**src/rtl/buffer_tx_stream.sv**
```systemverilog
// ---------------------------------------------------------------------------
// buffer_tx_stream
//   Outbound packet buffer for the XVC microserver. The command engine fills
//   the open packet slot with indexed word writes and commits it; a small
//   transmitter FSM (IDLE -> LOAD -> SEND) streams committed packets, oldest
//   first, over a valid/ready word interface with a last flag.
//
//   Optional feature macro: BUFFER_TX_LEN_HEADER_EN
//     defined   : every packet is preceded by one header word carrying its
//                 length (zero-extended), sent with tx_last=0.
//     undefined : data words only.
//
// Ports
//   clock        in   system clock, rising edge
//   reset        in   asynchronous active-high reset
//   wr_en        in   write wr_data at wr_index in the open slot
//   wr_index     in   word index in the open slot ($clog2(DEPTH)+1 bits)
//   wr_data      in   word to store
//   wr_commit    in   close the open slot and queue it for transmit
//   wr_len       out  current length of the open slot
//   full         out  SLOTS-1 packets committed
//   wr_overflow  out  one-cycle pulse: commit refused or wr_index >= DEPTH
//   tx_data      out  current outbound word
//   tx_valid     out  tx_data is valid
//   tx_last      out  tx_data is the final word of the packet
//   tx_ready     in   consumer accepts the word
//   tx_len       out  length of the packet in transmission
//   empty        out  no committed packets and transmitter idle
// ---------------------------------------------------------------------------
module buffer_tx_stream #(
   parameter int DATA_WIDTH = 32,
   parameter int DEPTH      = 16,
   parameter int SLOTS      = 4
) (
   input  logic                         clock,
   input  logic                         reset,
   input  logic                         wr_en,
   input  logic [$clog2(DEPTH):0]       wr_index,
   input  logic [DATA_WIDTH-1:0]        wr_data,
   input  logic                         wr_commit,
   output logic [$clog2(DEPTH):0]       wr_len,
   output logic                         full,
   output logic                         wr_overflow,
   output logic [DATA_WIDTH-1:0]        tx_data,
   output logic                         tx_valid,
   output logic                         tx_last,
   input  logic                         tx_ready,
   output logic [$clog2(DEPTH):0]       tx_len,
   output logic                         empty
);

   localparam int IW = $clog2(DEPTH) + 1;   // length / index width
   localparam int AW = $clog2(DEPTH);       // in-slot address width
   localparam int SW = $clog2(SLOTS);       // slot pointer width
   localparam int CW = $clog2(SLOTS) + 1;   // committed-count width

   localparam logic [1:0] ST_IDLE = 2'd0;
   localparam logic [1:0] ST_LOAD = 2'd1;
   localparam logic [1:0] ST_SEND = 2'd2;

   logic [DATA_WIDTH-1:0] mem_r [SLOTS*DEPTH];
   logic [IW-1:0]         slot_len_r [SLOTS];
   logic [SW-1:0]         wptr_r;
   logic [SW-1:0]         rptr_r;
   logic [CW-1:0]         count_r;
   logic [IW-1:0]         wr_len_r;
   logic                  full_r;
   logic                  empty_r;
   logic                  wr_overflow_r;
   logic [1:0]            state_r;
   logic [IW-1:0]         rd_idx_r;
   logic [IW-1:0]         tx_len_r;
   logic [DATA_WIDTH-1:0] tx_data_r;
   logic                  tx_valid_r;
   logic                  tx_last_r;

   logic                  idx_ok_s;
   logic                  wr_do_s;
   logic [IW-1:0]         len_eff_s;
   logic                  release_s;
   logic                  commit_try_s;
   logic                  commit_ok_s;
   logic                  commit_ref_s;
   logic [CW-1:0]         count_nxt_s;
   logic [1:0]            state_nxt_s;
   logic [SW-1:0]         wptr_inc_s;
   logic [SW-1:0]         rptr_inc_s;

   // Write/commit decode; a same-cycle write is folded into the committed length.
   always_comb begin
      idx_ok_s     = (wr_index < IW'(DEPTH));
      wr_do_s      = wr_en & idx_ok_s;
      if (wr_do_s && ((wr_index + IW'(1)) > wr_len_r)) begin
         len_eff_s = wr_index + IW'(1);
      end else begin
         len_eff_s = wr_len_r;
      end
      // Final handshake frees a slot in this same cycle, so a commit while
      // full is still accepted when it coincides with it.
      release_s    = (state_r == ST_SEND) & tx_valid_r & tx_ready & tx_last_r;
      commit_try_s = wr_commit & (len_eff_s != '0);
      commit_ok_s  = commit_try_s & (~full_r | release_s);
      commit_ref_s = commit_try_s & ~commit_ok_s;
      wptr_inc_s   = (wptr_r == SW'(SLOTS - 1)) ? '0 : wptr_r + SW'(1);
      rptr_inc_s   = (rptr_r == SW'(SLOTS - 1)) ? '0 : rptr_r + SW'(1);
   end

   // Next committed count and transmitter state.
   always_comb begin
      if (commit_ok_s && !release_s) begin
         count_nxt_s = count_r + CW'(1);
      end else if (release_s && !commit_ok_s) begin
         count_nxt_s = count_r - CW'(1);
      end else begin
         count_nxt_s = count_r;
      end
      case (state_r)
         ST_IDLE: state_nxt_s = (count_r != '0) ? ST_LOAD : ST_IDLE;
         ST_LOAD: state_nxt_s = ST_SEND;
         ST_SEND: state_nxt_s = release_s ? ST_IDLE : ST_SEND;
         default: state_nxt_s = ST_IDLE;
      endcase
   end

   // Packet storage: plain synchronous write, slot selects the upper address bits.
   always_ff @(posedge clock) begin
      if (wr_do_s) begin
         mem_r[{wptr_r, wr_index[AW-1:0]}] <= wr_data;
      end
   end

   // Write-side pointers, lengths, counts and status flags.
   always_ff @(posedge clock or posedge reset) begin
      if (reset) begin
         for (int i = 0; i < SLOTS; i++) begin
            slot_len_r[i] <= '0;
         end
         wptr_r        <= '0;
         rptr_r        <= '0;
         count_r       <= '0;
         wr_len_r      <= '0;
         full_r        <= 1'b0;
         empty_r       <= 1'b1;
         wr_overflow_r <= 1'b0;
      end else begin
         wr_overflow_r <= commit_ref_s | (wr_en & ~idx_ok_s);
         if (commit_ok_s) begin
            slot_len_r[wptr_r] <= len_eff_s;
            wptr_r             <= wptr_inc_s;
            wr_len_r           <= '0;
         end else begin
            wr_len_r           <= len_eff_s;
         end
         if (release_s) begin
            rptr_r <= rptr_inc_s;
         end
         count_r <= count_nxt_s;
         full_r  <= (count_nxt_s == CW'(SLOTS - 1));
         empty_r <= (count_nxt_s == '0) && (state_nxt_s == ST_IDLE);
      end
   end

   // Transmitter: LOAD presents the first word, SEND prefetches the next on each handshake.
   always_ff @(posedge clock or posedge reset) begin
      if (reset) begin
         state_r    <= ST_IDLE;
         rd_idx_r   <= '0;
         tx_len_r   <= '0;
         tx_data_r  <= '0;
         tx_valid_r <= 1'b0;
         tx_last_r  <= 1'b0;
      end else begin
         state_r <= state_nxt_s;
         case (state_r)
            ST_LOAD: begin
               tx_valid_r <= 1'b1;
               tx_len_r   <= slot_len_r[rptr_r];
`ifdef BUFFER_TX_LEN_HEADER_EN
               tx_data_r  <= DATA_WIDTH'(slot_len_r[rptr_r]);
               tx_last_r  <= 1'b0;
               rd_idx_r   <= '0;
`else
               tx_data_r  <= mem_r[{rptr_r, {AW{1'b0}}}];
               tx_last_r  <= (slot_len_r[rptr_r] == IW'(1));
               rd_idx_r   <= IW'(1);
`endif
            end
            ST_SEND: begin
               if (tx_valid_r && tx_ready) begin
                  if (tx_last_r) begin
                     tx_valid_r <= 1'b0;
                     tx_last_r  <= 1'b0;
                  end else begin
                     tx_data_r  <= mem_r[{rptr_r, rd_idx_r[AW-1:0]}];
                     tx_last_r  <= (rd_idx_r == (tx_len_r - IW'(1)));
                     rd_idx_r   <= rd_idx_r + IW'(1);
                  end
               end
            end
            default: begin
               tx_valid_r <= 1'b0;
            end
         endcase
      end
   end

   assign wr_len      = wr_len_r;
   assign full        = full_r;
   assign empty       = empty_r;
   assign wr_overflow = wr_overflow_r;
   assign tx_data     = tx_data_r;
   assign tx_valid    = tx_valid_r;
   assign tx_last     = tx_last_r;
   assign tx_len      = tx_len_r;

endmodule

```
**config.mk**
```make
export PLATFORM = sky130hd
export DESIGN_NAME = buffer_tx_stream
export DESIGN_NICKNAME = d
export VERILOG_FILES = /design/src/rtl/buffer_tx_stream.sv
export SDC_FILE = /design/constraint.sdc
export NUM_CORES = 2
export LEC_CHECK = 0
export ABC_AREA = 0
export CAP_MARGIN = 20
export CELL_PAD_IN_SITES_DETAIL_PLACEMENT = 1
export CELL_PAD_IN_SITES_GLOBAL_PLACEMENT = 1
export CORE_ASPECT_RATIO = 1.25
export CORE_MARGIN = 2
export CORE_UTILIZATION = 59
export CTS_BUF_LIST = sky130_fd_sc_hd__clkbuf_8
export DETAILED_ROUTE_END_ITERATION = 12
export DONT_BUFFER_PORTS = 1
export MAX_ROUTING_LAYER = met4
export PLACE_DENSITY = 0.8
export SYNTH_ARGS = -nofsm -noshare
export SYNTH_HDL_FRONTEND = slang
export SYNTH_SLANG_ARGS = --single-unit
```
**constraint.sdc**
```tcl
create_clock -name clock -period 3.65 [get_ports clock]
set_clock_uncertainty 0.05 [all_clocks]
set_input_delay 0.73 -clock clock [delete_from_list [all_inputs] [get_ports clock]]
set_output_delay 0.73 -clock clock [all_outputs]
set_load 0.01 [all_outputs]
```
---- After elaboration in Yosys (flattened, before gate mapping) ----
Memories as Yosys holds them, arrays and structs flattened.
Index checks and enable logic that the tools add are counted.
word-level totals
  bits in registers ....................... 81
  bits in latches ......................... 0
  bits in writable memories ............... 2048
  bits in read-only memories .............. 0
  bits of input ports ..................... 42
  output and inout bits ................... 47
  word-level logic and storage cells ...... 101
  memories kept ........................... 1
operators by class
  add/sub/neg operators ................... 7
  multiply operators ...................... 0
  divide/modulo/power cells ............... 0
  $lt $le $gt $ge ......................... 5
  equality and inequality tests ........... 10
  shifts and indexed selects .............. 0
  multiplexer cells ....................... 29
  bitwise operators ....................... 15
  reduce and logical (&&, ||, !) cells .... 17
memories
  name   depth  width  rd ports  clocked after memory_dff  wr ports  line  source
  mem_r  64     32     2         0                         1         61    logic [DATA_WIDTH-1:0] mem_r [SLOTS*DEPTH];
operators by type and width
  kind                                                                 count
  32-bit two-way mux                                                   2
  32-bit one-hot mux with 2 select lines                               1
  5-bit two-way mux                                                    7
  20-bit bitwise mux                                                   1
  5-bit by 1-bit adder with 5-bit output (second input constant)       2
  5-bit binary-select mux with 2-bit select                            1
  5-bit demux with 2-bit select                                        1
  5-bit one-hot mux with 2 select lines                                1
  1-bit AND                                                            8
  1-bit two-way mux                                                    7
  2-bit == test (second input constant)                                3
  3-bit >= comparator (second input constant)                          2
  1-bit logical AND                                                    6
  2-bit two-way mux                                                    3
  3-bit two-way mux                                                    2
  2-bit NOT with 3-bit output                                          2
  2-bit one-hot mux with 3 select lines                                1
  5-bit by 1-bit == test with 1-bit output (second input constant)     1
  5-bit == test                                                        1
  5-bit > comparator                                                   1
  5-bit < comparator (second input constant)                           1
  5-bit nonzero test                                                   1
  5-bit by 1-bit subtractor with 5-bit output (second input constant)  1
  2-bit by 1-bit adder with 2-bit output (second input constant)       2
  17 further kinds                                                     25

---- Longest topological paths before layout ----
  depth in word-level cells ............... 13
  mapped depth ............................ 14
  mapped depth without buffers ............ 12

---- Least setup slack after synthesis ----
No wires, ideal clock.
  kind .................................... input-to-reg
  start ................................... in wr_index[2]
  end ..................................... reg slot_len_r[0] in the netlist's numbering
  library setup time ...................... 0.125 ns
  arrival time ............................ 3.525 ns
  required time ........................... 3.475 ns
  path slack .............................. -0.050 ns
  cell stages on the path ................. 14
  buffers on the path ..................... 3
  path through ............................ clkbuf_1 -> nand3_1 -> xnor2_1 -> ha_1 -> nand3_1 -> o21bai_4 -> a31oi_4 -> mux2i_1 -> and2_4 -> buf_6 -> a21boi_4 -> buf_6 -> nand2_4 -> mux2_4
on the way
  cells in the longest elaborated chain, start to end .. 7
  elaborated cells on any way between the ends .. 10
  those cells by class .................... 1 x add/sub; 2 x order compare; 2 x mux; 3 x bitwise; 2 x reduce/logical
RTL lines
  what                                                                                 line        source
  start, declared                                                                      38          input logic [$clog2(DEPTH):0] wr_index,
  5-bit by 1-bit adder with 5-bit output / 5-bit < comparator (equally long branches)  93, 94, 91
  5-bit > comparator / 1-bit AND (equally long branches)                               93, 92
  1-bit logical AND                                                                    93          if (wr_do_s && ((wr_index + IW'(1)) > wr_len_r)) begin
  5-bit two-way mux *                                                                  93
  5-bit nonzero test                                                                   101         commit_try_s = wr_commit & (len_eff_s != '0);
  1-bit AND                                                                            101
  1-bit AND                                                                            102         commit_ok_s = commit_try_s & (~full_r | release_s);
  end signal, assigned by index                                                        148         slot_len_r[wptr_r] <= len_eff_s;
  end, declared                                                                        62          logic [IW-1:0] slot_len_r [SLOTS];
Every way passes the cells marked *; elsewhere a longest branch is shown, timed or not.
A chain may end at the register's enable or synchronous reset.

---- Worst setup path in the final report ----
  start ................................... reg rd_idx_r[1]
  end ..................................... reg tx_data_r[7] (netlist: tx_data[7])
on the way
  cells in the longest elaborated chain, start to end .. 4
RTL lines
  what                                    line  source
  start, declared                         71    logic [IW-1:0] rd_idx_r;
  start signal, assigned                  196   rd_idx_r <= rd_idx_r + IW'(1);
  memory read 64 x 32 bit                 n/a
  32-bit two-way mux                      190   if (tx_last_r) begin
  32-bit two-way mux                      189   if (tx_valid_r && tx_ready) begin
  32-bit one-hot mux with 2 select lines  174   case (state_r)
  end signal, assigned                    183   tx_data_r <= mem_r[{rptr_r, {AW{1'b0}}}];
  end signal, assigned                    194   tx_data_r <= mem_r[{rptr_r, rd_idx_r[AW-1:0]}];
  end, declared                           73    logic [DATA_WIDTH-1:0] tx_data_r;
No other way between the ends. The select of a mux whose other input is x is not followed.

==> results by group <==
Clocking
  – Setup Buffers After CTS: 0
  – CTS Sinks: 2129
  – CTS tree: yes
  – CTS resizes: 0
  – Clock transition at the registers of the reported paths: 70 ps
  – Buffer type at the clock tree root: clkbuf_8
  – Num CTS Buffers: 324
  – H-tree Lvls: 5
  – Worst-Skew Late Latency: 1080 ps
  – CTS max path bufs: 4

Floorplanning
  – Rows: 153
  – Die W: 338 um
  – I/O pin cnt: 89
  – Core area: 0.139 mm2
  – Die H: 422 um
  – Starting Density: 0.593
  – Die area: 0.143 mm2

Yosys
  – Post-synthesis compound-gate area fraction: 0.0224
  – Yosys cell types: 58
  – Async set-reset flop share out of synthesis: 0.0380
  – Sequential cell area fraction in the yosys report: 0.771
  – Adder-cell share of the synthesized area: 0.00243
  – Synthesized area per cell: 22.9 um2
  – Largest family of logic cells by synthesized area: multiplexers
  – Syn. warnings: 0
  – Post-synthesis mux area share: 0.170
  – #FFs+latches synth: 2129
  – Post-synthesis xor/xnor area fraction: 0.00158
  – Syn Std Cell Area: 0.0824 mm2
  – Simple-Gate Fraction of Synth Area: 0.0170
  – Post-synth EDFFs: 2048
  – Top FF cell, synth: edfxtp_1
  – Synth Instances: 3592
  – Syn Nets: 3650

Layout
  – Synthesis-to-layout area growth: 13.8%
  – Final std cells w/o fill: 6091
  – Layout cells sized above 1: 0.318
  – Final Net Count: 4041
  – Final core area utilization: 0.675
  – Post-route cell area: 0.0937 mm2

Timing
  – Final hold vios: 0
  – RSZ-0062 raised after global routing: false
  – Post-layout min period: 3650 ps
  – Fin crit share: 1.00
  – Fmax achieved: 274 MHz
  – Sum Neg Setup Slack: -3.09 ps
  – Hold Slack: 158 ps
  – Worst-Margin Slew: 1100 ps
  – Final Max Slew Viols: 0
  – Worst setup margin: -3.09 ps
  – Rel. slew slack: 0.267
  – # setup viols final: 1

Detailed routing
  – DR iter-0 viols: 7987
  – DRT antenna net count: 0
  – DRT met1 WL: 84.9 mm
  – DR pass1 iterations: 6
  – Met2 Wirelength: 130 mm
  – DR top layer: met4
  – Metal3 WL: 36.2 mm
  – DRT Wirelength: 269 mm
  – Drt drc: 0
  – Via count: 45000
  – Wirelength per Cell: 44.2 um
  – Vias per inst: 7.39

Placement
  – GP Congestion: 0.865
  – DP Worst Slack: 6.81 ps
  – Placed cell count: 5448
  – Placed cell areas: 0.0866 mm2
  – PortBufs: 0
  – Detailed placer's ending HPWL: 136 mm

Worst setup path
  – Largest stage delay, worst path: 710 ps
  – Critical-path cell list: buf_4 > buf_4 > mux4_2 > nor2b_1 > a211oi_1 > nor4_1 > o221ai_1 > o21ai_1
  – Critical path class: flip-flop to flip-flop
  – CP arrival: 4550 ps
  – Crit. End Element: flip-flop
  – CP most frequent cell: buf_4
  – CP startpoint kind: flip-flop
  – Slowest-stage cell, CP: dfrtp_4
  – Crit Path Max Fanout: 36
  – Worst Path Required: 4550 ps
  – Cell family with most CP delay: simple AND/OR/NAND/NOR gates
  – CP bufs+invs: 2

Worst hold path
  – Hold/Removal Path Class: primary input to flip-flop

Global routing
  – Largest net degree at the start of global routing: 96
  – Grt ovf: 0
  – Initial antenna violation count: 10
  – GRT Total Usage: 0.397
  – First-pass GRT wire length: 377 mm
  – Vias in the first global route: 47800

Status
  – Status: finished with violations
  – Failing checks: negative setup slack

Flow run
  – Max-Cap Viols: 0

Power
  – Pwr/cell area: 668 mW/mm2
  – Leak: 29.7 nW
  – IR drop worst, VDD: 0.000555 V
  – Power, Total: 62.7 mW
-- synth_stat cells, types with 7 or more instances --
| cell | count | area (um2) |
|---|---|---|
| o22ai_1 | 113 | 707 |
| inv_1 | 16 | 60.1 |
| o41ai_1 | 7 | 61.3 |
| nor4_1 | 23 | 144 |
| clkbuf_1 | 66 | 248 |
| a21oi_1 | 20 | 100 |
| o21ai_0 | 14 | 70.1 |
| edfxtp_1 | 2048 | 61500 |
| a22oi_1 | 20 | 150 |
| ha_1 | 16 | 200 |
| dfrtp_1 | 80 | 2000 |
| buf_1 | 8 | 30.0 |
| buf_2 | 60 | 300 |
| buf_4 | 40 | 300 |
| buf_6 | 24 | 270 |
| nor3_1 | 13 | 65.1 |
| nand3_1 | 12 | 60.1 |
| mux2_2 | 15 | 169 |
| nor2b_1 | 31 | 194 |
| nor2_1 | 89 | 334 |
| mux4_2 | 598 | 13500 |
| xnor2_1 | 9 | 78.8 |
| o31ai_1 | 15 | 113 |
| nand2_1 | 98 | 368 |
| a211oi_1 | 22 | 165 |
| mux2i_1 | 31 | 310 |
| o21ai_1 | 15 | 75.1 |
| o221ai_1 | 10 | 87.6 |
| o2111ai_1 | 15 | 131 |
-- per-layer routing --
layer	up-vias	GRT usage
met5	-	-
met1	23200	0.483
met2	4441	0.603
met3	1129	0.104
li1	16200	-
met4	0	0.239
-- final timing paths --
check	startpoint	to	slack (ps)	cells after the start
setup / recovery	rd_idx_r[1]$_DFFE_PP0P_	tx_data[7]$_DFFE_PP0P_	-3	8
min in group asynchronous	reset	tx_data[23]$_DFFE_PP0P_	320	2
hold / removal	wr_index[0]	wr_len[0]$_DFF_PP0_	160	2
setup reg to reg	rd_idx_r[1]$_DFFE_PP0P_	tx_data[7]$_DFFE_PP0P_	-3	8
hold reg to reg	slot_len_r[6]$_DFFE_PP0P_	slot_len_r[6]$_DFFE_PP0P_	490	1
max in group asynchronous	reset	slot_len_r[18]$_DFFE_PP0P_	2190	3
-- report_power, final --
group | internal, mW | switching, mW | total (mW)
combinational | 7.05 | 7.98 | 15.0
sequential | 27.3 | 0.912 | 28.2
clock | 9.56 | 9.83 | 19.4
total | 43.9 | 18.7 | 62.7
-- cell type report --
cell class | instances | area [um2]
Clock inverter | 220 | 1250
Antenna cell | 13 | 32.5
Fill cell | 10700 | 45100
Timing Repair Buffer | 264 | 3680
Clock buffer | 341 | 4690
Inverter | 17 | 68.8
Multi-Input combinational cell | 1247 | 18100
Sequential cell | 2129 | 63500
Tap cell | 1860 | 2330
-- kinds of logic after synthesis --
logic type | count (synthesis)
multiplexers | 650
buffers and inverters | 216
AND/OR/NAND/NOR | 299
flip-flops | 2129
AO/OA/AOI/OAI | 268
adder cells (fa/ha/maj) | 16
XOR/XNOR | 14
-- placed cells by master (no fill, tap or decap), drive strengths merged, types with 14 or more instances in the layout --
cell type    instances
o21ai               29
clkbuf             341
dfrtp               80
nor4                23
o31ai               15
mux2i               31
nor3                14
buf                227
dlygate4sd3         37
ha                  16
clkinv             108
o22ai              113
nor2b               31
o2111ai             15
nor2                89
edfxtp            2048
inv                110
mux2                21
mux4               598
a211oi              22
nand2               99
a22oi               20
a21oi               21
-- worst register-to-register path: stages (launching register included) --
cell      delay (ps)
dfrtp_4          710
buf_4            340
buf_4            490
mux4_2           360
nor2b_1          190
a211oi_1         100
nor4_1           670
o221ai_1         370
o21ai_1          270
-- timing repair --
action	4_1_cts	5_1_grt
hold buffers	69	0
endpoints found under the setup margin	0	0
endpoints found under the hold margin	2103	0
-- sequential cells by signal, summed over array words and instances (netlist names) --
name and count:
wr_overflow 1, mem_r 2048, tx_len 5, full 1, rd_idx_r 5, count_r 3
slot_len_r 20, tx_data 32, wptr_r 2, tx_valid 1, state_r 2, tx_last 1
rptr_r 2, empty 1, wr_len 5
No activity file was read; power rests on OpenSTA's default activity.
